File: src/rtl/game_pkg.sv
// rtl/game_pkg.sv - shared keycodes, screen encoding and monster id type for the game sequencer
package game_pkg;

    localparam logic [7:0] KEY_W         = 8'h1A;
    localparam logic [7:0] KEY_A         = 8'h04;
    localparam logic [7:0] KEY_S         = 8'h16;
    localparam logic [7:0] KEY_D         = 8'h07;
    localparam logic [7:0] KEY_ENTER     = 8'h28;
    localparam logic [7:0] KEY_BACKSPACE = 8'h2A;

    typedef enum logic [2:0] {
        TITLE    = 3'd0,
        SELECT   = 3'd1,
        CONFIRM  = 3'd2,
        START    = 3'd3,
        BATTLE   = 3'd4,
        RESULT   = 3'd5,
        GAMEOVER = 3'd6
    } screen_t;

    typedef logic [2:0] mon_id_t;

endpackage

File: src/rtl/key_edge.sv
// rtl/key_edge.sv - turns a held USB keycode level into a single press event
module key_edge (
    input  logic       Clk,
    input  logic       Reset_n,
    input  logic [7:0] keycode,
    output logic       press,
    output logic [7:0] press_code
);

    logic [7:0] prev_key;

    always_ff @(posedge Clk or negedge Reset_n) begin
        if (!Reset_n) prev_key <= '0;
        else          prev_key <= keycode;
    end

    assign press      = (keycode != prev_key) && (keycode != 8'h00);
    assign press_code = keycode;

endmodule

File: src/rtl/game_control.sv
// rtl/game_control.sv - screen sequencer: team select, battle request, score and lives
module game_control
    import game_pkg::*;
#(
    parameter int NUM_MON = 6,
    parameter int LIVES   = 3
) (
    input  logic              Clk,
    input  logic              Reset_n,
    input  logic [7:0]        keycode,
    input  logic              end_battle,
    input  logic              result,
    output logic              is_battle,
    output mon_id_t [1:0]     team,
    output logic [2:0]        screen,
    output logic [2:0]        cursor,
    output logic [1:0]        picked,
    output logic [3:0]        wins,
    output logic [1:0]        lives,
    output logic [3:0]        round
);

    localparam mon_id_t    MAX_ID     = mon_id_t'(NUM_MON - 1);
    localparam logic [1:0] LIVES_INIT = 2'(LIVES);

    screen_t    state;
    logic       press;
    logic [7:0] press_code;

    key_edge u_key_edge (
        .Clk        (Clk),
        .Reset_n    (Reset_n),
        .keycode    (keycode),
        .press      (press),
        .press_code (press_code)
    );

    logic enter_ev;
    assign enter_ev = press && (press_code == KEY_ENTER);

    always_ff @(posedge Clk or negedge Reset_n) begin
        if (!Reset_n) begin
            state  <= TITLE;
            team   <= '0;
            cursor <= '0;
            picked <= '0;
            wins   <= '0;
            round  <= '0;
            lives  <= LIVES_INIT;
        end else begin
            case (state)
                TITLE: if (enter_ev) begin
                    state  <= SELECT;
                    cursor <= '0;
                    picked <= '0;
                    wins   <= '0;
                    round  <= '0;
                    lives  <= LIVES_INIT;
                end
                SELECT: if (press) begin
                    case (press_code)
                        KEY_A: if (cursor != 3'd0) cursor <= cursor - 3'd1;
                        KEY_D: if (cursor != MAX_ID) cursor <= cursor + 3'd1;
                        KEY_ENTER: begin
                            if (picked == 2'b00) begin
                                team[0] <= cursor;
                                picked  <= 2'b01;
                            end else if (cursor != team[0]) begin
                                // second pick must differ from the first
                                team[1] <= cursor;
                                picked  <= 2'b11;
                                state   <= CONFIRM;
                            end
                        end
                        default: ;
                    endcase
                end
                CONFIRM: if (press) begin
                    if (press_code == KEY_ENTER) begin
                        state <= START;
                    end else if (press_code == KEY_BACKSPACE) begin
                        picked <= 2'b00;
                        state  <= SELECT;
                    end
                end
                START: begin
                    state <= BATTLE;
                    if (round != 4'hF) round <= round + 4'd1;
                end
                BATTLE: if (end_battle) begin
                    if (result) begin
                        if (wins != 4'hF) wins <= wins + 4'd1;
                    end else if (lives != 2'd0) begin
                        lives <= lives - 2'd1;
                    end
                    state <= RESULT;
                end
                RESULT: if (enter_ev) state <= (lives == 2'd0) ? GAMEOVER : CONFIRM;
                GAMEOVER: if (enter_ev) state <= TITLE;
                default: state <= TITLE;
            endcase
        end
    end

    assign screen    = state;
    assign is_battle = (state == BATTLE);

endmodule

File: config.mk
export PLATFORM = sky130hd
export DESIGN_NAME = game_control
export DESIGN_NICKNAME = d
export VERILOG_FILES = /design/src/rtl/game_pkg.sv /design/src/rtl/key_edge.sv /design/src/rtl/game_control.sv
export SDC_FILE = /design/constraint.sdc
export NUM_CORES = 1
export LEC_CHECK = 0
export BUFFER_PORTS_ARGS = -buffer_cell sky130_fd_sc_hd__clkbuf_2
export CAP_MARGIN = 40
export CORE_MARGIN = 3
export CORE_UTILIZATION = 45
export DETAILED_ROUTE_END_ITERATION = 16
export PLACE_DENSITY_LB_ADDON = 0.12
export SLEW_MARGIN = 0
export SYNTH_ARGS = -nofsm -noshare
export SYNTH_HDL_FRONTEND = slang
export SYNTH_HIERARCHICAL = 1
export SYNTH_SLANG_ARGS = --single-unit
File: constraint.sdc
create_clock -name Clk -period 2.1 [get_ports Clk]
set_clock_uncertainty 0.15 [all_clocks]
set_input_delay 0 -clock Clk [delete_from_list [all_inputs] [get_ports Clk]]
set_output_delay 0 -clock Clk [all_outputs]
set_load 0.005 [all_outputs]
# Yosys cells after proc, flatten, opt, wreduce, memory -nomap -nowiden
# Index checks and enable logic that the tools add are counted.
[classes] addsub=5 div=0 n_mux=39 n_reduce_logical=20 eq_ne=36 n_bitwise=1 shifts=0 n_lt_le_gt_ge=0 n_mul=0
[ops] cell="$mux W3" n=15
[ops] cell="$ne A2 B2 Y1 const B" n=14
[ops] cell="$mux W2" n=12
[ops] cell="$pmux W3 S7" n=1
[ops] cell="$mux W4" n=5
[ops] cell="$eq A8 B3 Y1 const B" n=2
[ops] cell="$eq A8 B6 Y1 const B" n=2
[ops] cell="$pmux W4 S2" n=2
[ops] cell="$ne A3 B3 Y1 const B" n=5
[ops] cell="$reduce_and A5 Y1" n=3
[ops] cell="$pmux W3 S2" n=2
[ops] cell="$reduce_and A10 Y1" n=1
[ops] cell="$eq A3 B3 Y1 const B" n=3
[ops] cell="$add A4 B1 Y4 const B" n=2
[ops] cell="$ne A4 B4 Y1 const B" n=2
[ops] cell="$ne A8 B8 Y1" n=1
[ops] cell="$reduce_and A8 Y1" n=1
[ops] cell="$reduce_bool A2 Y1" n=4
[ops] cell="$reduce_bool A8 Y1" n=1
[ops] cell="$eq A3 B2 Y1 const B" n=2
[ops] cell="$pmux W2 S3" n=1
[ops] cell="$reduce_and A6 Y1" n=1
[ops] cell="$reduce_bool A3 Y1" n=2
[ops] cell="$logic_not A2 Y1" n=2
[ops] cell="13 further kinds" n=15
[totals] ramBits=0 latchBits=0 memories=0 rom_bits=0 out_inout_bits=25 reg_bits=32

# Logic depth before layout (Yosys ltp)
# Gate-level depths: netlist of run 1.
[logic_depth] depth_word=6 depth_mapped=10

# Cells and area by module
# The synthesis of run 1 kept the hierarchy.
[modules_own_cells] mod="game_control" area_each_um2=1443.9 cells_each=146 n_inst=1
[modules_own_cells] mod="key_edge" area_each_um2=362.8 cells_each=29 n_inst=1

# Worst setup path after synthesis of run 1
# No wires, ideal clock.
[synth_timing] path_kind="reg2reg" start="register u_key_edge.prev_key[5]" end="register cursor[2]" path_stages_with_launch=9 required_ns=1.874 t_arrival_ns=1.912 setup_slack_ns=-0.038 period_less_slack_ns=2.138 path_cell_list="dfrtp_1 -> xor2_1 -> nor4_1 -> a22oi_1 -> nor4bb_1 -> o2111a_1 -> o32ai_2 -> or4_1 -> o21ai_1"
[synth_between] elab_chain_cells=5 word_cells_on_any_way=6
[synth_lines] item="from (decl)" line="key_edge.sv:10" rtl="logic [7:0] prev_key;"
[synth_lines] item="from (signal assigned)" line="key_edge.sv:14" rtl="else prev_key <= keycode;"
[synth_lines] item="$ne A8 B8 Y1 *" line="key_edge.sv:17" rtl="assign press = (keycode != prev_key) && (keycode != 8'h00);"
[synth_lines] item="$logic_and A1 B1 Y1 *" line="key_edge.sv:17"
[synth_lines] item="net press" line="game_control.sv:27" rtl="logic press;"
[synth_lines] item="$logic_and A1 B1 Y1" line="game_control.sv:39" rtl="assign enter_ev = press && (press_code == KEY_ENTER);"
[synth_lines] item="$ne A2 B2 Y1 (no source line)"
[synth_lines] item="$reduce_and A6 Y1 (no source line) *"
[synth_lines] item="to (signal assigned)" line="game_control.sv:62" rtl="KEY_A: if (cursor != 3'd0) cursor <= cursor - 3'd1;"
[synth_lines] item="to (signal assigned)" line="game_control.sv:63" rtl="KEY_D: if (cursor != MAX_ID) cursor <= cursor + 3'd1;"
[synth_lines] item="to (decl)" line="game_control.sv:16" rtl="output logic [2:0] cursor,"
# The timed path passes the listed nets; every way through them passes the cells marked *.
# A chain may end at the register's enable or synchronous reset.

# Worst setup path in the final report of run 1
[layout_timing] start="register u_key_edge.prev_key[3]" end="register cursor[2]"
# The elaborated chain is that of the path after synthesis.

==> summary.txt, run 1 <==
Clock tree
  – Deepest clock path buffer count: 2
  – TritonCTS buffer count: 5
  – Worst-Skew Late Latency: 0.28 ns
  – H-tree depth: 2
  – CTS clk-pin slew, worst paths: 0.06 ns
  – TritonCTS clock tree: done
  – Root buffer cell: clkbuf_8
  – Clock sink count: 32

Critical path
  – CP max FO: 3
  – Largest delay share family, worst path: simple AND/OR/NAND/NOR gates
  – Worst Setup End Kind: flip-flop
  – CP peak stage delay: 0.47 ns
  – Crit Path Category: flip-flop to flip-flop
  – Flop-to-flop setup slack: -0.10 ns
  – Slowest cell on the critical path: or4_1
  – R2R Path Start: u_key_edge/prev_key[3]$_DFF_PN0_
  – CP bufs+invs: 0
  – R2R Path End: cursor[2]$_DFFE_PN0P_
  – Setup crit start kind: flip-flop
  – Req. time, crit path: 2.16 ns
  – Critical-path cell list: xor2_1, nor4_2, a22oi_2, nor4bb_4, o2111a_1, o32ai_2, or4_1, o21ai_1
  – R2R depth: 8
  – Arrival time worst endpoint: 2.26 ns

Pwr
  – Int Power: 1.40 mW
  – Net Sw Frac: 0.334
  – Power density of the placed cells: 906 mW/mm2
  – Max rail drop VDD: 0.000654 V
  – Leakage Power: 1.09 nW
  – Sequential Power Share: 0.425
  – Power Total: 2.09 mW
  – Logic pwr share: 0.336
  – Switching power: 0.699 mW
  – Clock group share of total power: 0.238

Final layout
  – Layout cells sized above 1: 0.332
  – Diode count: 0
  – Final nets: 242
  – Synth-to-layout area growth: 27.9%

Die
  – Die span in y: 69.4 um
  – Die ar.: 0.00481 mm2
  – Initial Utilization: 0.479
  – Die X-Extent: 69.4 um
  – Rows: 22
  – Ports: 37
  – Core area: 0.00377 mm2

Place
  – Post-Place Setup Slack: -0.203 ns
  – Hpwl dp: 2680 um
  – PortBufs: 36
  – Routability cong.: 0.768

Drt
  – Final ANT Viol Nets: 0
  – Routed wire length: 3800 um
  – Pre-Repair DR Iteration Count: 4
  – Drc violations: 0
  – Routed WL per cell: 13.9 um
  – Vias per cell: 5.27
  – Via count: 1445
  – Iter 0 DRT Violations: 53

Timing
  – Hold Vio Cnt, Final: 0
  – Final WS setup: -0.104 ns
  – Hold WS: 0.189 ns
  – Final Cycle Share: 1.05
  – Final setup vio count: 2
  – Highest clock rate: 454 MHz
  – Relative slew slack: 0.468
  – RSZ-0062 raised after global routing: true
  – Measured slew at the worst slew-check pin: 0.799 ns
  – Max-slew violations: 0
  – Final min period: 2.20 ns

Synthesis
  – Post-synth ARST share: 1.00
  – Yosys cell types: 55
  – Post-synth EDFFs: 0
  – Sequential share of the synthesized area: 0.445
  – Post-synthesis instance area: 0.00181 mm2
  – Post-synthesis register bit count: 32
  – Mapped Cells: 175
  – Syn Nets: 191
  – Ys flop type: dfrtp_1
  – Syn Area/Cell: 10.3 um2
  – YS warnings: 6

Status
  – Failing checks: setup timing
  – Status: complete, but fails checks

GRT
  – Gr ovfl total: 0
  – GR Util All Layers: 0.172
  – Initial antenna violation count: 0
  – Global-route wire length before repair: 6680 um
  – Pin count of the biggest net entering global routing: 33
  – Number of global-route vias before repair: 1468

Min path
  – Min-delay worst type: input port to async pin

Run
  – Max capacitance violation total: 0
==> sequential cells by signal (all words and copies together), names as in the netlist <==
name	count
cursor	3
screen	3
round	4
wins	4
lives	2
picked	2
team	6
u_key_edge/prev_key	8
==> power groups by stage <==
stage / combinational [mW] / clock [mW] / sequential, mW
detailed placement: 0.642 / 0 / 0.891
global route: 0.801 / 0.550 / 0.921
finish: 0.705 / 0.499 / 0.890
CTS: 0.669 / 0.519 / 0.883
global placement: 0.614 / 0 / 0.884
floorplan: 0.387 / 0 / 0.880
==> Yosys cell counts, types with 2 or more instances <==
library cell   n  area share
a21o_1         2      0.0083
a21oi_1        5       0.014
a22o_1         3       0.015
and2_1         3       0.010
and4_1         3       0.015
buf_2          4       0.011
buf_4          8       0.033
dfrtp_1       30        0.42
dfstp_2        2       0.029
ha_1           4       0.028
inv_1          8       0.017
mux2_1         5       0.031
mux2i_1        2       0.011
nand2_1       11       0.023
nand3_1        2      0.0055
nand4_1        4       0.014
nor2_1        10       0.021
nor3_1         5       0.014
nor4_1         5       0.017
o21ai_0        8       0.022
o22a_1         2      0.0097
xor2_1        16       0.078
==> worst max-delay path by stage <==
stage / start / end / slack (ns) / cells after the start
4_1_cts: u_key_edge/prev_key[0]$_DFF_PN0_ / cursor[2]$_DFFE_PN0P_ / -0.11 / 8
5_1_grt: u_key_edge/prev_key[0]$_DFF_PN0_ / cursor[2]$_DFFE_PN0P_ / -0.23 / 8
6_report: u_key_edge/prev_key[3]$_DFF_PN0_ / cursor[2]$_DFFE_PN0P_ / -0.10 / 8
2_1_floorplan: u_key_edge/prev_key[1]$_DFF_PN0_ / cursor[2]$_DFFE_PN0P_ / -0.01 / 8
3_3_place_gp: u_key_edge/prev_key[6]$_DFF_PN0_ / cursor[2]$_DFFE_PN0P_ / -0.12 / 8
3_5_place_dp: u_key_edge/prev_key[0]$_DFF_PN0_ / cursor[2]$_DFFE_PN0P_ / -0.20 / 8
==> cells in the final DEF (no fill, tap or decap), drive strengths merged, types with 3 or more instances in the layout <==
| cell | instances |
|---|---|
| o21ai | 9 |
| a22o | 3 |
| and4 | 3 |
| inv | 8 |
| clkbuf | 43 |
| nor4 | 6 |
| ha | 4 |
| dlygate4sd3 | 11 |
| xor2 | 16 |
| a21oi | 5 |
| dfrtp | 30 |
| and2 | 3 |
| nand2 | 11 |
| nand4 | 4 |
| mux2 | 6 |
| nor3 | 6 |
| buf | 11 |
| nor2 | 10 |
==> what timing repair did <==
| action | 4_1_cts | 5_1_grt |
|---|---|---|
| endpoints found under the hold margin | 41 | 1 |
| gates resized for setup | 3 | 16 |
| pin swaps | 4 | 7 |
| hold buffers | 10 | 1 |
| buffers inserted | 0 | 1 |
| setup endpoints to repair | 11 | 14 |
==> cells by family (layout without fill, tap and decap cells) <==
logic type	count (synthesis)	in the layout	synth area share
simple gates	58	58	0.191
compound gates	34	34	0.136
flops	32	32	0.445
buf+inv	22	73	0.0693
xor+xnor	17	17	0.0824
mux	8	8	0.0485
fa+ha+maj	4	4	0.0277
==> stage by stage <==
stage | instance area, um2 | TNS (ns) | utilization | std cells
2_1_floorplan | 1810 | -0.00988 | - | 175
3_3_place_gp | 2030 | -0.265 | 0.537 | 255
3_5_place_dp | 2030 | -0.794 | 0.537 | 255
4_1_cts | 2240 | -0.699 | 0.594 | 272
5_1_grt | 2310 | -1.46 | 0.613 | 274
6_report | 2310 | -0.145 | 0.613 | 274
==> cell type report <==
class / count / area (um2)
sequential: 32 / 803
multi-input combinational: 121 / 948
timing repair buffer: 58 / 373
clock buffer: 7 / 96.3
tap: 48 / 60.1
inverter: 8 / 30.0
fill: 316 / 1460
==> layer usage <==
layer | part of all wire | up-vias | track usage
li1 | - | 732 | -
met1 | 0.45 | 680 | 0.211
met2 | 0.49 | 31 | 0.283
met3 | 0.051 | 2 | 0.0551
met4 | 0.0079 | 0 | 0.0586
met5 | 0 | - | 0
Note: power is estimated with default switching activity, not from simulation.
==> inputs of run 2 (changes only) <==
--- a/config.mk
+++ b/config.mk
@@ -7,8 +7,10 @@
 export LEC_CHECK = 0
 export BUFFER_PORTS_ARGS = -buffer_cell sky130_fd_sc_hd__clkbuf_2
 export CAP_MARGIN = 40
+export CELL_PAD_IN_SITES_DETAIL_PLACEMENT = 2
+export CELL_PAD_IN_SITES_GLOBAL_PLACEMENT = 2
 export CORE_MARGIN = 3
-export CORE_UTILIZATION = 45
+export CORE_UTILIZATION = 31
 export DETAILED_ROUTE_END_ITERATION = 16
 export PLACE_DENSITY_LB_ADDON = 0.12
 export SLEW_MARGIN = 0
==> run 2 against run 1 <==
The flow still finishes with violations (setup timing). Global-route usage grew 0.81 points. Via count up 8.1%. Die area grew 41%. Register-to-register slack got worse by 0.15 ns.
==> summary.txt, run 2 (same netlist as run 1, synthesis figures left out) <==
Drt
  – Routed WL per cell: 17.7 um (+28%)
  – Vias per cell: 5.12 (-2.9%)
  – Final ANT Viol Nets: 0 (unchanged)
  – Via count: 1562 (+8.1%)
  – Pre-Repair DR Iteration Count: 3 (-1)
  – Routed wire length: 5390 um (+42%)
  – Iter 0 DRT Violations: 36 (-32%)
  – Drc violations: 0 (unchanged)

Clock tree
  – TritonCTS buffer count: 5 (unchanged)
  – Root buffer cell: clkbuf_8
  – Deepest clock path buffer count: 2 (unchanged)
  – TritonCTS clock tree: done
  – Clock sink count: 32 (unchanged)
  – Worst-Skew Late Latency: 0.28 ns (about the same)
  – H-tree depth: 2 (unchanged)
  – CTS clk-pin slew, worst paths: 0.07 ns (about the same)

Critical path
  – Slowest cell on the critical path: dfrtp_1
  – R2R Path End: screen[1]$_DFFE_PN0P_
  – CP startpoint: u_key_edge/prev_key[1]$_DFF_PN0_
  – R2R Path Start: u_key_edge/prev_key[1]$_DFF_PN0_
  – Critical Path Sink: screen[1]$_DFFE_PN0P_
  – Crit Path Category: flip-flop to flip-flop
  – Arrival time worst endpoint: 2.42 ns (+0.16 ns)
  – WP depth: 9 (+1)
  – Largest delay share family, worst path: simple AND/OR/NAND/NOR gates
  – CP bufs+invs: 2 (+2)
  – CP max FO: 3 (unchanged)
  – Flop-to-flop setup slack: -0.25 ns (-0.15 ns)
  – Setup crit start kind: flip-flop
  – Worst Setup End Kind: flip-flop
  – CP peak stage delay: 0.38 ns (-0.09 ns)
  – Req. time, crit path: 2.16 ns (about the same)
  – R2R depth: 9 (+1)
  – Critical-path cell list: xor2_1, nor4_1, a22oi_2, buf_4, buf_6, and4b_2, o32a_1, or3_1, o21ai_1

Place
  – PortBufs: 36 (unchanged)
  – Placed Cells incl. Taps: 282 (+11%)
  – Hpwl dp: 3720 um (+38%)
  – Post-Place Setup Slack: -0.331 ns (-0.128 ns)
  – Routability cong.: 0.780 (+1.5%)

Final layout
  – Fillers: 599 (+90%)
  – Non-Filler Instances: 305 (+11%)
  – Layout cells sized above 1: 0.386 (+0.0544)
  – Area taken by multi-input logic gates: 0.00102 mm2 (+7.7%)
  – Final core occ: 0.445 (-0.168)
  – Most frequent cells in the layout: 36 x clkbuf_2, 30 x dfrtp_1, 12 x xor2_1, 12 x buf_4, 10 x dlygate4sd3_1
  – Most common cell after layout, fill and taps aside: clkbuf_2
  – Synth-to-layout area growth: 37.3%
  – Area occupied by registers: 803 um2 (unchanged)
  – Diode count: 0 (unchanged)
  – Most flops, register: u_key_edge/prev_key
  – Biggest regs: u_key_edge/prev_key x8, team x6
  – Final nets: 248 (+2.5%)
  – Number of flip-flops in the largest register: 8 (unchanged)

Pwr
  – Leakage Power: 1.13 nW (+3.8%)
  – Max rail drop VDD: 0.000445 V (-32%)
  – Power density of the placed cells: 858 mW/mm2 (-5.4%)

Run
  – Max capacitance violation total: 0 (unchanged)

Timing
  – Max-slew violations: 0 (unchanged)
  – Measured slew at the worst slew-check pin: 0.660 ns (-0.138 ns)
  – Final min period: 2.35 ns (+0.148 ns)
  – Highest clock rate: 425 MHz (-6.3%)
  – Final setup vio count: 13 (+11)
  – RSZ-0062 raised after global routing: true
  – Hold Vio Cnt, Final: 0 (unchanged)
  – Final Cycle Share: 1.12 (+0.0706)
  – Relative slew slack: 0.558 (+0.0901)
  – Final WS setup: -0.252 ns (-0.148 ns)

GRT
  – Gr ovfl total: 0 (unchanged)
  – GR Util All Layers: 0.180 (+0.00812)
  – Initial antenna violation count: 0 (unchanged)
  – Pin count of the biggest net entering global routing: 33 (unchanged)
  – Number of global-route vias before repair: 1864 (+27%)
  – Global-route wire length before repair: 9150 um (+37%)

Die
  – Core area: 0.00557 mm2 (+48%)
  – Die span in y: 82.3 um (+19%)
  – Initial Utilization: 0.324 (-0.155)
  – Rows: 27 (+23%)
  – Die ar.: 0.00678 mm2 (+41%)
  – Ports: 37 (unchanged)
  – Die X-Extent: 82.3 um (+19%)

Status
  – Status: complete, but fails checks
  – Failing checks: setup timing

Min path
  – Min-delay worst type: input port to flip-flop
## run 2: cell count changes in the layout (fill, tap and decap cells not counted), moves of 2 or more
| cell | previous run | this run |
|---|---|---|
| nor4_2 | 3 | 1 |
| clkbuf_1 | 0 | 2 |
| xor2_2 | 0 | 4 |
| xor2_1 | 16 | 12 |
| buf_6 | 0 | 5 |
## run 2: layout make-up
cell class	count	area share
flip-flops and latches	32	0.324
well taps	72	0.0363
repair buffers	64	0.180
multi-input cells	121	0.411
inverters	8	0.0121
clock buffers	8	0.0363
## run 2: tightest hold or removal path, cell delays in order
cell and delay [ns]:
clkbuf_2 0.16, nand4_1 0.11, xor2_1 0.07, nor2_1 0.08
## run 2: metrics by stage
stage	instance area (um2)	hold slack, ns	total power, mW	TNS [ns]
6_report	2480	0.0198	2.13	-2.10
3_5_place_dp	2080	0.00149	1.57	-2.18
5_1_grt	2480	0.0599	2.31	-3.39
4_1_cts	2380	0.00124	2.13	-2.00
3_3_place_gp	2080	-0.0273	1.52	-0.848
2_1_floorplan	1810	-0.446	1.27	-0.00988
## run 2: power by group
| group | switching, mW | leakage, nW | total [mW] | internal, mW |
|---|---|---|---|---|
| sequential | 0.152 | 0.389 | 0.896 | 0.745 |
| clock | 0.231 | 0.0455 | 0.498 | 0.267 |
| combinational | 0.383 | 0.694 | 0.734 | 0.350 |
## run 2: how the worst min path moves through the flow
stage,start,to,slack [ns],cells past startpoint
after global placement,Reset_n,u_key_edge/prev_key[4]$_DFF_PN0_,-0.03,1
after CTS,end_battle,wins[3]$_DFFE_PN0P_,0.001,4
after global routing,end_battle,wins[3]$_DFFE_PN0P_,0.06,4
after detailed placement,Reset_n,u_key_edge/prev_key[4]$_DFF_PN0_,0.001,1
after floorplan,Reset_n,cursor[0]$_DFFE_PN0P_,-0.45,0
final,end_battle,wins[3]$_DFFE_PN0P_,0.02,4
## run 2: per-layer routing
metal / global-route usage / up-vias / share of wire
li1: - / 742 / -
met1: 0.195 / 788 / 0.40
met2: 0.345 / 26 / 0.55
met3: 0.0390 / 6 / 0.032
met4: 0.0498 / 0 / 0.011
met5: 0 / - / 0
## run 2: repair_timing
item | in CTS | in global routing
resized for setup | 22 | 15
hold buffers | 10 | 0
pin swaps | 9 | 6
hold endpoints to repair | 40 | 0
setup buffers | 4 | 1
setup endpoints to repair | 16 | 18
